<file path="config.mk">
export PLATFORM = sky130hd
export DESIGN_NAME = onehot_slot_alloc
export DESIGN_NICKNAME = d
export VERILOG_FILES = /design/src/rtl/onehot_slot_alloc_pkg.sv /design/src/rtl/onehot_rr_pick.sv /design/src/rtl/onehot_slot_alloc.sv
export SDC_FILE = /design/constraint.sdc
export NUM_CORES = 1
export LEC_CHECK = 0
export ABC_AREA = 1
export CAP_MARGIN = 20
export CORE_MARGIN = 5
export CORE_UTILIZATION = 42
export DETAILED_ROUTE_END_ITERATION = 7
export PLACE_DENSITY = 0.79
export SLEW_MARGIN = 20
export SYNTH_ARGS = -nofsm -noshare
export SYNTH_HDL_FRONTEND = slang
export SYNTH_SLANG_ARGS = --single-unit
export TNS_END_PERCENT = 1
</file>
<file path="constraint.sdc">
create_clock -name clk -period 2.6 [get_ports clk]
set_input_delay 0.65 -clock clk [delete_from_list [all_inputs] [get_ports clk]]
set_output_delay 0.65 -clock clk [all_outputs]
set_load 0.05 [all_outputs]
</file>
<file path="src/rtl/onehot_slot_alloc_pkg.sv">
// onehot_slot_alloc_pkg: shared pick-policy constants, index-width helper and default counter width
package onehot_slot_alloc_pkg;
    localparam int PICK_LOWEST = 0;
    localparam int PICK_RR = 1;
    function automatic int clog2(input int n);
        int r;
        for (r = 0; (1 << r) < n; r++) begin
        end
        return r;
    endfunction
    localparam int DEF_NUM_SLOTS = 8;
    localparam int CNT_WIDTH = clog2(DEF_NUM_SLOTS) + 1;
endpackage

</file>
<file path="src/rtl/onehot_rr_pick.sv">
// onehot_rr_pick: picks one free slot, lowest-index or round-robin from a pointer
//   free_i  : mask of free slots
//   ptr_i   : round-robin start index (ignored when RR_MODE is PICK_LOWEST)
//   valid_o : at least one slot is free
//   oh_o    : one-hot of the picked slot, zero when none is free
//   idx_o   : binary index of the picked slot, zero when none is free
module onehot_rr_pick import onehot_slot_alloc_pkg::*; #(
    parameter int NUM_SLOTS = 8,
    parameter int RR_MODE = PICK_LOWEST,
    parameter int IDX_WIDTH = clog2(NUM_SLOTS)
) (
    input  logic [NUM_SLOTS-1:0] free_i,
    input  logic [IDX_WIDTH-1:0] ptr_i,
    output logic                 valid_o,
    output logic [NUM_SLOTS-1:0] oh_o,
    output logic [IDX_WIDTH-1:0] idx_o
);
    logic [IDX_WIDTH-1:0]   sh;
    logic [2*NUM_SLOTS-1:0] dbl_free, dbl_pick;
    logic [NUM_SLOTS-1:0]   rot, pick;
    int                     base;
    always_comb begin
        sh = (RR_MODE == PICK_RR) ? ptr_i : '0;
        // Doubling the mask makes the modulo-NUM_SLOTS rotation a plain window select
        dbl_free = {free_i, free_i};
        rot = dbl_free[sh +: NUM_SLOTS];
        pick = rot & (~rot + NUM_SLOTS'(1));
        dbl_pick = {pick, pick};
        base = NUM_SLOTS - int'(sh);
        oh_o = dbl_pick[base +: NUM_SLOTS];
        valid_o = |free_i;
        idx_o = '0;
        for (int i = 0; i < NUM_SLOTS; i++) idx_o = idx_o | (oh_o[i] ? IDX_WIDTH'(i) : '0);
    end
endmodule

</file>
<file path="src/rtl/onehot_slot_alloc.sv">
// onehot_slot_alloc: busy-mask slot allocator with valid/ready grant and indexed release
//   alloc_valid_o/alloc_ready_i : grant handshake, fires when both high
//   alloc_idx_o/alloc_oh_o      : offered slot as binary index and one-hot
//   rel_valid_i/rel_idx_i       : release of a busy slot by binary index
//   busy_o, free_cnt_o          : registered busy mask and free count
//   full_o, empty_o             : no slot free / all slots free
//   err_o                       : sticky flag for dropped (illegal) releases
module onehot_slot_alloc import onehot_slot_alloc_pkg::*; #(
    parameter int NUM_SLOTS = 8,
    parameter int IDX_WIDTH = clog2(NUM_SLOTS),
    parameter int RR_MODE = PICK_LOWEST
) (
    input  logic                 clk,
    input  logic                 rst,
    output logic                 alloc_valid_o,
    input  logic                 alloc_ready_i,
    output logic [IDX_WIDTH-1:0] alloc_idx_o,
    output logic [NUM_SLOTS-1:0] alloc_oh_o,
    input  logic                 rel_valid_i,
    input  logic [IDX_WIDTH-1:0] rel_idx_i,
    output logic [NUM_SLOTS-1:0] busy_o,
    output logic [IDX_WIDTH:0]   free_cnt_o,
    output logic                 full_o,
    output logic                 empty_o,
    output logic                 err_o
);
    localparam int CNT_W = IDX_WIDTH + 1;
    logic [NUM_SLOTS-1:0] busy_q, busy_d, rel_oh;
    logic [CNT_W-1:0]     cnt_q, cnt_d;
    logic [IDX_WIDTH-1:0] rr_q, rr_d;
    logic                 err_q, err_d, fire, rel_ok;
    onehot_rr_pick #(
        .NUM_SLOTS(NUM_SLOTS),
        .RR_MODE(RR_MODE),
        .IDX_WIDTH(IDX_WIDTH)
    ) u_pick (
        .free_i(~busy_q),
        .ptr_i(rr_q),
        .valid_o(alloc_valid_o),
        .oh_o(alloc_oh_o),
        .idx_o(alloc_idx_o)
    );
    always_comb begin
        fire = alloc_valid_o & alloc_ready_i;
        // Out-of-range indices shift the bit out of the mask, so they never match busy
        rel_oh = rel_valid_i ? (NUM_SLOTS'(1) << rel_idx_i) : '0;
        rel_ok = |(rel_oh & busy_q);
        busy_d = (busy_q | (fire ? alloc_oh_o : '0)) & ~(rel_ok ? rel_oh : '0);
        cnt_d = cnt_q - CNT_W'(fire) + CNT_W'(rel_ok);
        rr_d = !fire ? rr_q : (alloc_idx_o == IDX_WIDTH'(NUM_SLOTS - 1)) ? '0 : alloc_idx_o + 1'b1;
        err_d = err_q | (rel_valid_i & ~rel_ok);
    end
    always_ff @(posedge clk) begin
        if (rst) begin
            busy_q <= '0;
            cnt_q <= CNT_W'(NUM_SLOTS);
            rr_q <= '0;
            err_q <= 1'b0;
        end else begin
            busy_q <= busy_d;
            cnt_q <= cnt_d;
            rr_q <= rr_d;
            err_q <= err_d;
        end
    end
    assign busy_o = busy_q;
    assign free_cnt_o = cnt_q;
    assign full_o = (cnt_q == '0);
    assign empty_o = (cnt_q == CNT_W'(NUM_SLOTS));
    assign err_o = err_q;
endmodule

</file>
## After elaboration in Yosys (flattened, before gate mapping)

Cells that the tools add are included.

| operators by class | value |
|---|---|
| $add $sub $neg | 3 |
| multiply operators | 0 |
| div/mod/pow operators | 0 |
| magnitude comparators | 0 |
| equal/unequal tests | 1 |
| shift-type cells | 1 |
| mux-type cells | 10 |
| bitwise operators | 17 |
| reduce and logical (&&, ||, !) cells | 3 |

Operator list:

| operator | count |
|---|---|
| AND 8 bit | 3 |
| 2-to-1 mux 8 bit | 3 |
| NOT 8 bit | 3 |
| bitwise OR 3 bit | 6 |
| OR reduction 8 bit | 2 |
| 2-to-1 mux 3 bit | 4 |
| adder 8 x 1 -> 8 bit, second input constant | 1 |
| bitwise OR 8 bit | 1 |
| << shifter 1 x 3 -> 8 bit, first input constant | 1 |
| adder 4 x 1 -> 4 bit | 1 |
| equality test 4 bit, second input constant | 1 |
| zero test 4 bit | 1 |
| 2-to-1 mux 2 bit | 2 |
| subtractor 4 x 1 -> 4 bit | 1 |
| AND 1 bit | 2 |
| 2-to-1 mux 1 bit | 1 |
| NOT 1 bit | 1 |
| bitwise OR 1 bit | 1 |

| storage, ports and cells | value |
|---|---|
| register bits after elaboration | 13 |
| bits in latches | 0 |
| RAM bits | 0 |
| bits in read-only memories | 0 |
| input port bits | 7 |
| word-level logic and storage cells | 38 |
| memories kept | 0 |

## Logic depth before layout (Yosys ltp)

Gate-level depths: netlist of run 1.

| depth | value |
|---|---|
| depth after elaboration | 11 |
| depth in mapped cells | 14 |

## Hierarchy

From an unflattened synthesis of run 1, not the netlist that was laid out.

| second synthesis, totals | value |
|---|---|
| cell total of the unflattened synthesis | 154 |
| area, all modules | 1032.2 um^2 |

Modules (own cells, without submodules):

| module | times used | cells each | area each (um^2) | seq. area each (um^2) |
|---|---|---|---|---|
| onehot_slot_alloc | 1 | 120 | 862.1 | 320.3 |
| onehot_rr_pick | 1 | 34 | 170.2 | 0.0 |

## Worst setup path before layout of run 1

OpenSTA, ideal clock, no wires.

| timing | value |
|---|---|
| kind | register to output |
| start | register busy_q[0], in the netlist busy_o[0] |
| end | output port alloc_idx_o[0] |
| arrival | 2.512 ns |
| data required time | 1.950 ns |
| slack | -0.562 ns |
| stages on the path, launching flop included | 5 |
| buffers on the path | 0 |
| cell sequence | dfxtp_1 nand2_2 nor3_1 nor2_1 nand2_1 |

| between the ends | value |
|---|---|
| elaborated cells on any way between the ends | 14 |
| classes of those cells | add/sub: 1; mux: 4; bitwise: 9 |

RTL lines:

| element | RTL line | text |
|---|---|---|
| start: declaration | onehot_slot_alloc.sv:28 | `logic [NUM_SLOTS-1:0] busy_q, busy_d, rel_oh;` |
| start signal: assignment | onehot_slot_alloc.sv:60 | `busy_q <= busy_d;` |
| NOT 8 bit | onehot_slot_alloc.sv:37 | `.free_i(~busy_q),` |
| NOT 8 bit | onehot_rr_pick.sv:27 | `pick = rot & (~rot + NUM_SLOTS'(1));` |
| adder 8 x 1 -> 8 bit | onehot_rr_pick.sv:27 |  |
| AND 8 bit | onehot_rr_pick.sv:27 |  |
| via alloc_oh_o[3] | onehot_slot_alloc.sv:18 | `output logic [NUM_SLOTS-1:0] alloc_oh_o,` |
| 2-to-1 mux 2 bit | onehot_rr_pick.sv:33 | `for (int i = 0; i < NUM_SLOTS; i++) idx_o = idx_o \| (oh_o[i] ? IDX_WIDTH'(i) : '0);` |
| bitwise OR 3 bit (5 in series) | onehot_rr_pick.sv:33 |  |
| end: declaration | onehot_slot_alloc.sv:17 | `output logic [IDX_WIDTH-1:0] alloc_idx_o,` |

The timed path passes the listed nets, and every way through them passes these cells.

## Final worst setup path of run 1

| timing | value |
|---|---|
| start | input port rel_idx_i[2] |
| end | register cnt_q[2], in the netlist free_cnt_o[2] |

| between the ends | value |
|---|---|
| cells in the longest elaborated chain, start to end | 5 |

RTL lines:

| element | RTL line | text |
|---|---|---|
| start: declaration | onehot_slot_alloc.sv:20 | `input logic [IDX_WIDTH-1:0] rel_idx_i,` |
| << shifter 1 x 3 -> 8 bit | onehot_slot_alloc.sv:46 | `rel_oh = rel_valid_i ? (NUM_SLOTS'(1) << rel_idx_i) : '0;` |
| 2-to-1 mux 8 bit | onehot_slot_alloc.sv:46 |  |
| AND 8 bit | onehot_slot_alloc.sv:47 | `rel_ok = \|(rel_oh & busy_q);` |
| OR reduction 8 bit | onehot_slot_alloc.sv:47 |  |
| adder 4 x 1 -> 4 bit | onehot_slot_alloc.sv:49 | `cnt_d = cnt_q - CNT_W'(fire) + CNT_W'(rel_ok);` |
| end signal: assignment | onehot_slot_alloc.sv:56 | `cnt_q <= CNT_W'(NUM_SLOTS);` |
| end signal: assignment | onehot_slot_alloc.sv:61 | `cnt_q <= cnt_d;` |
| end: declaration | onehot_slot_alloc.sv:29 | `logic [CNT_W-1:0] cnt_q, cnt_d;` |

No other way between the ends.
A chain may end at the register's enable or synchronous reset.

==> results.py, run 1 <==
metrics = {
    "grt": {
        "grt_use_total_pct": 18.3,
        "grt_pass1_vias": 901,
        "grt_overflow": 0,
        "grt_max_degree": 9,
        "antenna_found_initial": 0,
        "grt_first_pass_wirelength_mm": 3.84,
    },
    "logic_synthesis": {
        "ys_seq_elements": 13,
        "async_reset_ff_share_pct": 0,
        "yosys_warnings": 0,
        "synth.net_count": 141,
        "netlist_area_um2": 822,
        "yosys.area.top_type": "dfxtp_1",
        "ys_top_cells_by_count": "nor2_1, inv_1, nand2_1",
        "synth_most_common_cell": "nor2_1",
        "synth_edf_count": 0,
        "ys.flop_type": "dfxtp_1",
        "synth_top_cell_area_share_pct": 31.7,
        "synth_cell_type_count": 23,
        "yosys-top-cells-area": "dfxtp_1, nor2_1, inv_1",
        "avgSynthCellArea_um2": 6.47,
        "yosysSeqAreaShare_pct": 31.7,
        "synthCells": 127,
    },
    "drt": {
        "wl_per_cell_um": 11.9,
        "drt_iter0_drc": 19,
        "dr.pass1.iters": 4,
        "antenna_left": 0,
        "remaining_drc_errors": 0,
        "vias": 964,
        "via_per_inst": 4.89,
        "routed_wl_mm": 2.35,
    },
    "layout": {
        "final_cell_area_um2": 1320,
        "seqCellArea_um2": 262,
        "nNetsFinal": 185,
        "num_antenna_cells": 0,
        "syn2layout_area_growth_pct": 60.7,
        "drive_gt1_share_pct": 18.2,
        "final_util_pct": 68.8,
        "multi_input_area_um2": 517,
        "fillers": 166,
        "final_cells": 197,
    },
    "timing": {
        "timing.hold.ws_ps": 454,
        "tightest_slew_ps": 519,
        "slew_headroom_pct": 65.3,
        "maxSlewViolCount": 0,
        "fmax_mhz": 404,
        "finalClockSkew_ps": 1.15,
        "min_period_ps": 2480,
        "rsz0062_at_grt": "true",
        "finalSetupViolations": 0,
        "finalHoldViolCount": 0,
        "period_share_pct": 95.3,
        "fin_tns_setup_ps": 0,
    },
    "pwr": {
        "p_leak_nw": 0.698,
        "power_frac_clock_pct": 16.6,
        "peakVddDrop_mv": 0.613,
        "switching_power_mw": 0.330,
        "p_per_area_nw_per_um2": 566,
        "power_frac_comb_pct": 50.7,
        "pwr-share-seq_pct": 32.7,
        "p_int_mw": 0.418,
        "switching_share_pct": 44.1,
    },
    "die": {
        "io_pins": 34,
        "die_x_um": 54.2,
        "start_util_pct": 42.8,
        "die-area_um2": 2940,
        "core_area_um2": 1920,
        "core.rowCount": 16,
        "fp.dieH_um": 54.2,
    },
    "critical_path": {
        "crit_path_end_kind": "flop",
        "path_max_fanout": 4,
        "path_class": "primary input to flop",
        "cp_data_required_time_ps": 2770,
        "cp-start-kind": "primary input",
        "cp.arrival_ps": 2640,
    },
    "outcome": {
        "status": "finished clean",
    },
    "clock_network": {
        "clk_pin_slew_ps": 80,
        "clock-sinks": 13,
        "clockBufferDepth": 2,
        "clockRootBuffer": "clkbuf_4",
        "clock_latency_ps": 280,
        "postCtsHoldBufs": 0,
        "cts_max_level": 1,
        "cts_buffers": 3,
        "cts_tree": "done",
    },
    "placed_design": {
        "postPlaceCellArea_um2": 1260,
        "place_congestion": 0.855,
        "io_buffers": 33,
        "numPlacedInstances": 193,
        "dp_hpwl_mm": 1.95,
    },
    "job": {
        "cap_violations": 0,
    },
    "hold_path": {
        "hold_class": "flop to flop",
    },
}
## power groups by stage
stage | sequential [mW] | clock, mW | combinational (mW)
after floorplan | 0.326 | 0 | 0.181
after global placement | 0.248 | 0 | 0.371
after detailed placement | 0.250 | 0 | 0.377
after CTS | 0.246 | 0.127 | 0.384
after global routing | 0.251 | 0.138 | 0.415
final | 0.245 | 0.124 | 0.379
## registers in the layout, indices dropped and copies added (netlist names)
name / cells
err_o: 1
free_cnt_o: 4
busy_o: 8
## final timing paths
kind / start / slack, ps / depth (start not counted) / to
worst max-delay path: rel_idx_i[2] / 120 / 13 / free_cnt_o[2]$_SDFF_PP0_
worst min-delay path: err_o$_SDFF_PP0_ / 450 / 2 / err_o$_SDFF_PP0_
worst max register to register: busy_o[5]$_SDFF_PP0_ / 500 / 10 / free_cnt_o[2]$_SDFF_PP0_
worst min register to register: err_o$_SDFF_PP0_ / 450 / 2 / err_o$_SDFF_PP0_
## stage by stage
| step | total power, mW | setup slack, ps |
|---|---|---|
| 6_report | 0.748 | 122 |
| 5_1_grt | 0.803 | -48.4 |
| 3_5_place_dp | 0.627 | -401 |
| 3_3_place_gp | 0.619 | -306 |
| 2_1_floorplan | 0.506 | -61.0 |
| 4_1_cts | 0.756 | 34.9 |
## metal layers
metal  part of all wire, %  vias to the layer above  global-route usage (%)
li1                      -                      484                       -
met5                     0                        -                       0
met3                   5.2                        2                    5.18
met4                   1.4                        0                    8.30
met1                    41                      448                    18.7
met2                    53                       30                    33.9
## cell families after synthesis
kind of cell | Yosys count | synth area share (%)
adders and majority gates | 7 | 11.6
AOI/OAI and AO/OA | 13 | 8.83
xor gates and xnor gates | 1 | 1.07
buffers and inverters | 27 | 12.3
DFF | 13 | 31.7
and+or+nand+nor | 66 | 34.6
## area by class of cell
cell class                 instances  share of cell area [%]
timing repair buffer              40                    29.2
sequential                        13                    19.8
clock buffer                       4                    1.99
inverter                          26                    7.39
tap                               27                    2.56
multi-input combinational         87                    39.1
## critical path, stage by stage
cell and delay, ps:
dlygate4sd2_1 260, nand2_1 70, inv_1 80, nand3_1 110
nand2_1 90, nor4_2 300, ha_1 270, inv_1 60
ha_1 120, inv_1 60, fa_1 370, xor2_1 140
nor2_1 50
## timing repair
action	CTS	global route
setup buffers	0	0
endpoints found under the setup margin	3	6
resized for setup	8	6
pin swaps	3	1
cloned	0	0
## layout by cell type, fill, tap and decap left out, drive strengths merged, types with 5 or more instances in the layout
cell type,count
nand3,10
nand2,24
ha,6
inv,25
nor2,28
buf,14
dlymetal6s2s,5
dfxtp,13
a21oi,7
clkdlybuf4s50,17
Note: power is estimated with default switching activity, not from simulation.
==> run 2, diff against run 1 <==
==> constraint.sdc (replaced) <==
create_clock -name clk -period 2.3 [get_ports clk]
set_input_delay 0.575 -clock clk [delete_from_list [all_inputs] [get_ports clk]]
set_output_delay 0.575 -clock clk [all_outputs]
set_load 0.1 [all_outputs]
==> results.py, run 2 (same netlist as run 1, synthesis figures left out) <==
metrics = {
    "die": {
        "start_util_pct": 42.8,
        "io_pins": 34,
        "core_area_um2": 1920,
        "die-area_um2": 2940,
        "die_x_um": 54.2,
        "core.rowCount": 16,
        "fp.dieH_um": 54.2,
    },
    "critical_path": {
        "path_max_fanout": 5,
        "cp_data_required_time_ps": 1730,
        "path_class": "flop to primary output",
        "cp.arrival_ps": 1680,
        "crit_path_end_kind": "primary output",
        "cp-start-kind": "flop",
    },
    "timing": {
        "min_period_ps": 2250,
        "fin_tns_setup_ps": 0,
        "timing.hold.ws_ps": 522,
        "finalHoldViolCount": 0,
        "finalSetupViolations": 0,
        "fin_ws_ps": 46.3,
        "slew_headroom_pct": 68.1,
        "maxSlewViolCount": 0,
        "finalClockSkew_ps": 2.40,
        "tightest_slew_ps": 478,
        "period_share_pct": 98.0,
        "fmax_mhz": 444,
    },
    "pwr": {
        "power_frac_clock_pct": 13.1,
        "p_leak_nw": 0.799,
        "switching_power_mw": 0.620,
        "switching_share_pct": 53.4,
        "pwr-share-seq_pct": 24.8,
        "power_frac_comb_pct": 62.1,
        "p_per_area_nw_per_um2": 685,
        "p_int_mw": 0.540,
        "power_mw": 1.16,
        "peakVddDrop_mv": 0.910,
    },
    "layout": {
        "fillers": 96,
        "num_antenna_cells": 0,
        "drive_gt1_share_pct": 57.2,
        "final_cell_mix": "buf_4, nand2_1, nor2_1, inv_1, buf_12",
        "nNetsFinal": 202,
        "largest_reg_flops": 8,
        "final_util_pct": 88.1,
        "final_common_cell": "buf_4",
        "syn2layout_area_growth_pct": 106,
    },
    "placed_design": {
        "dp_hpwl_mm": 2.25,
        "pre_cts_ws_ps": -684,
        "place_congestion": 0.932,
        "io_buffers": 33,
    },
    "drt": {
        "vias": 1203,
        "wl_per_cell_um": 19.0,
        "remaining_drc_errors": 0,
        "drt_iter0_drc": 55,
        "via_per_inst": 5.62,
        "dr.pass1.iters": 5,
        "routed_wl_mm": 4.07,
        "antenna_left": 0,
    },
    "clock_network": {
        "clk_pin_slew_ps": 80,
        "clockRootBuffer": "clkbuf_4",
        "clockBufferDepth": 2,
        "clock_latency_ps": 290,
        "postCtsHoldBufs": 0,
        "cts_buffers": 3,
        "clock-sinks": 13,
        "cts_max_level": 1,
        "cts_tree": "done",
    },
    "grt": {
        "antenna_found_initial": 0,
        "grt_first_pass_wirelength_mm": 5.59,
        "grt_max_degree": 9,
        "grt_overflow": 0,
        "grt_use_total_pct": 27.9,
        "grt_pass1_vias": 1174,
    },
    "job": {
        "cap_violations": 0,
    },
    "hold_path": {
        "hold_class": "flop to flop",
    },
    "outcome": {
        "status": "finished clean",
    },
}
run 2: cell count changes in the layout (fill, tap and decap cells not counted), moves of 5 or more:
cell and change:
inv_1 -7, buf_12 +13, nor2_1 -6, nand2_1 -6, dlymetal6s2s_1 -5, buf_4 +24, inv_2 +6, dfxtp_1 -6
clkdlybuf4s50_1 -15
run 2: path summary, 6_finish.rpt:
kind / start / endpoint / slack [ps] / cells past startpoint
worst max-delay path: busy_o[3]$_SDFF_PP0_ / alloc_idx_o[0] / 50 / 9
worst max register to register: busy_o[6]$_SDFF_PP0_ / busy_o[6]$_SDFF_PP0_ / 160 / 13
worst min-delay path: busy_o[7]$_SDFF_PP0_ / busy_o[7]$_SDFF_PP0_ / 520 / 2
worst min register to register: busy_o[7]$_SDFF_PP0_ / busy_o[7]$_SDFF_PP0_ / 520 / 2
run 2: layout make-up:
type	count	area [µm²]	area share, %
Clock buffer	4	26.3	1.55
Inverter	26	103	6.06
Multi-Input combinational cell	87	653	38.6
Sequential cell	13	279	16.5
Tap cell	27	33.8	2.00
Timing Repair Buffer	57	598	35.3
run 2: power by group through the flow:
stage	clock network, mW	registers, mW	logic, mW
3_5_place_dp	0	0.291	0.676
3_3_place_gp	0	0.290	0.659
2_1_floorplan	0	0.470	0.304
5_1_grt	0.171	0.295	0.754
4_1_cts	0.147	0.288	0.690
6_report	0.152	0.288	0.721
run 2: layer usage:
layer	GRT usage (%)	vias up	share of wire, %	wire, µm
met5	0	-	0	0
met4	19.1	0	7.7	314
met3	5.18	38	9.7	397
met2	51.0	95	50	2040
met1	28.2	554	32	1320
li1	-	516	-	-
run 2: worst max-delay path, stage by stage, from the launching register on:
cell and delay [ps]:
dfxtp_4 390, nand2_1 130, nor2_4 160, inv_2 80, nor2_2 130, nand3_1 110
clkinv_2 90, nor2_2 50, nand2_4 80, buf_12 170
run 2: through the flow:
| stage | std cells | cell area (µm²) |
|---|---|---|
| after floorplan | 127 | 920 |
| after global routing | 214 | 1690 |
| final | 214 | 1690 |
| after CTS | 212 | 1620 |
| after global placement | 195 | 1460 |
| after detailed placement | 195 | 1460 |
run 2: what timing repair did:
| item | CTS | global route |
|---|---|---|
| pin swaps | 9 | 7 |
| setup buffers | 13 | 2 |
| hold endpoints to repair | 0 | 0 |
| gates resized for setup | 30 | 19 |
| endpoints found under the setup margin | 3 | 7 |
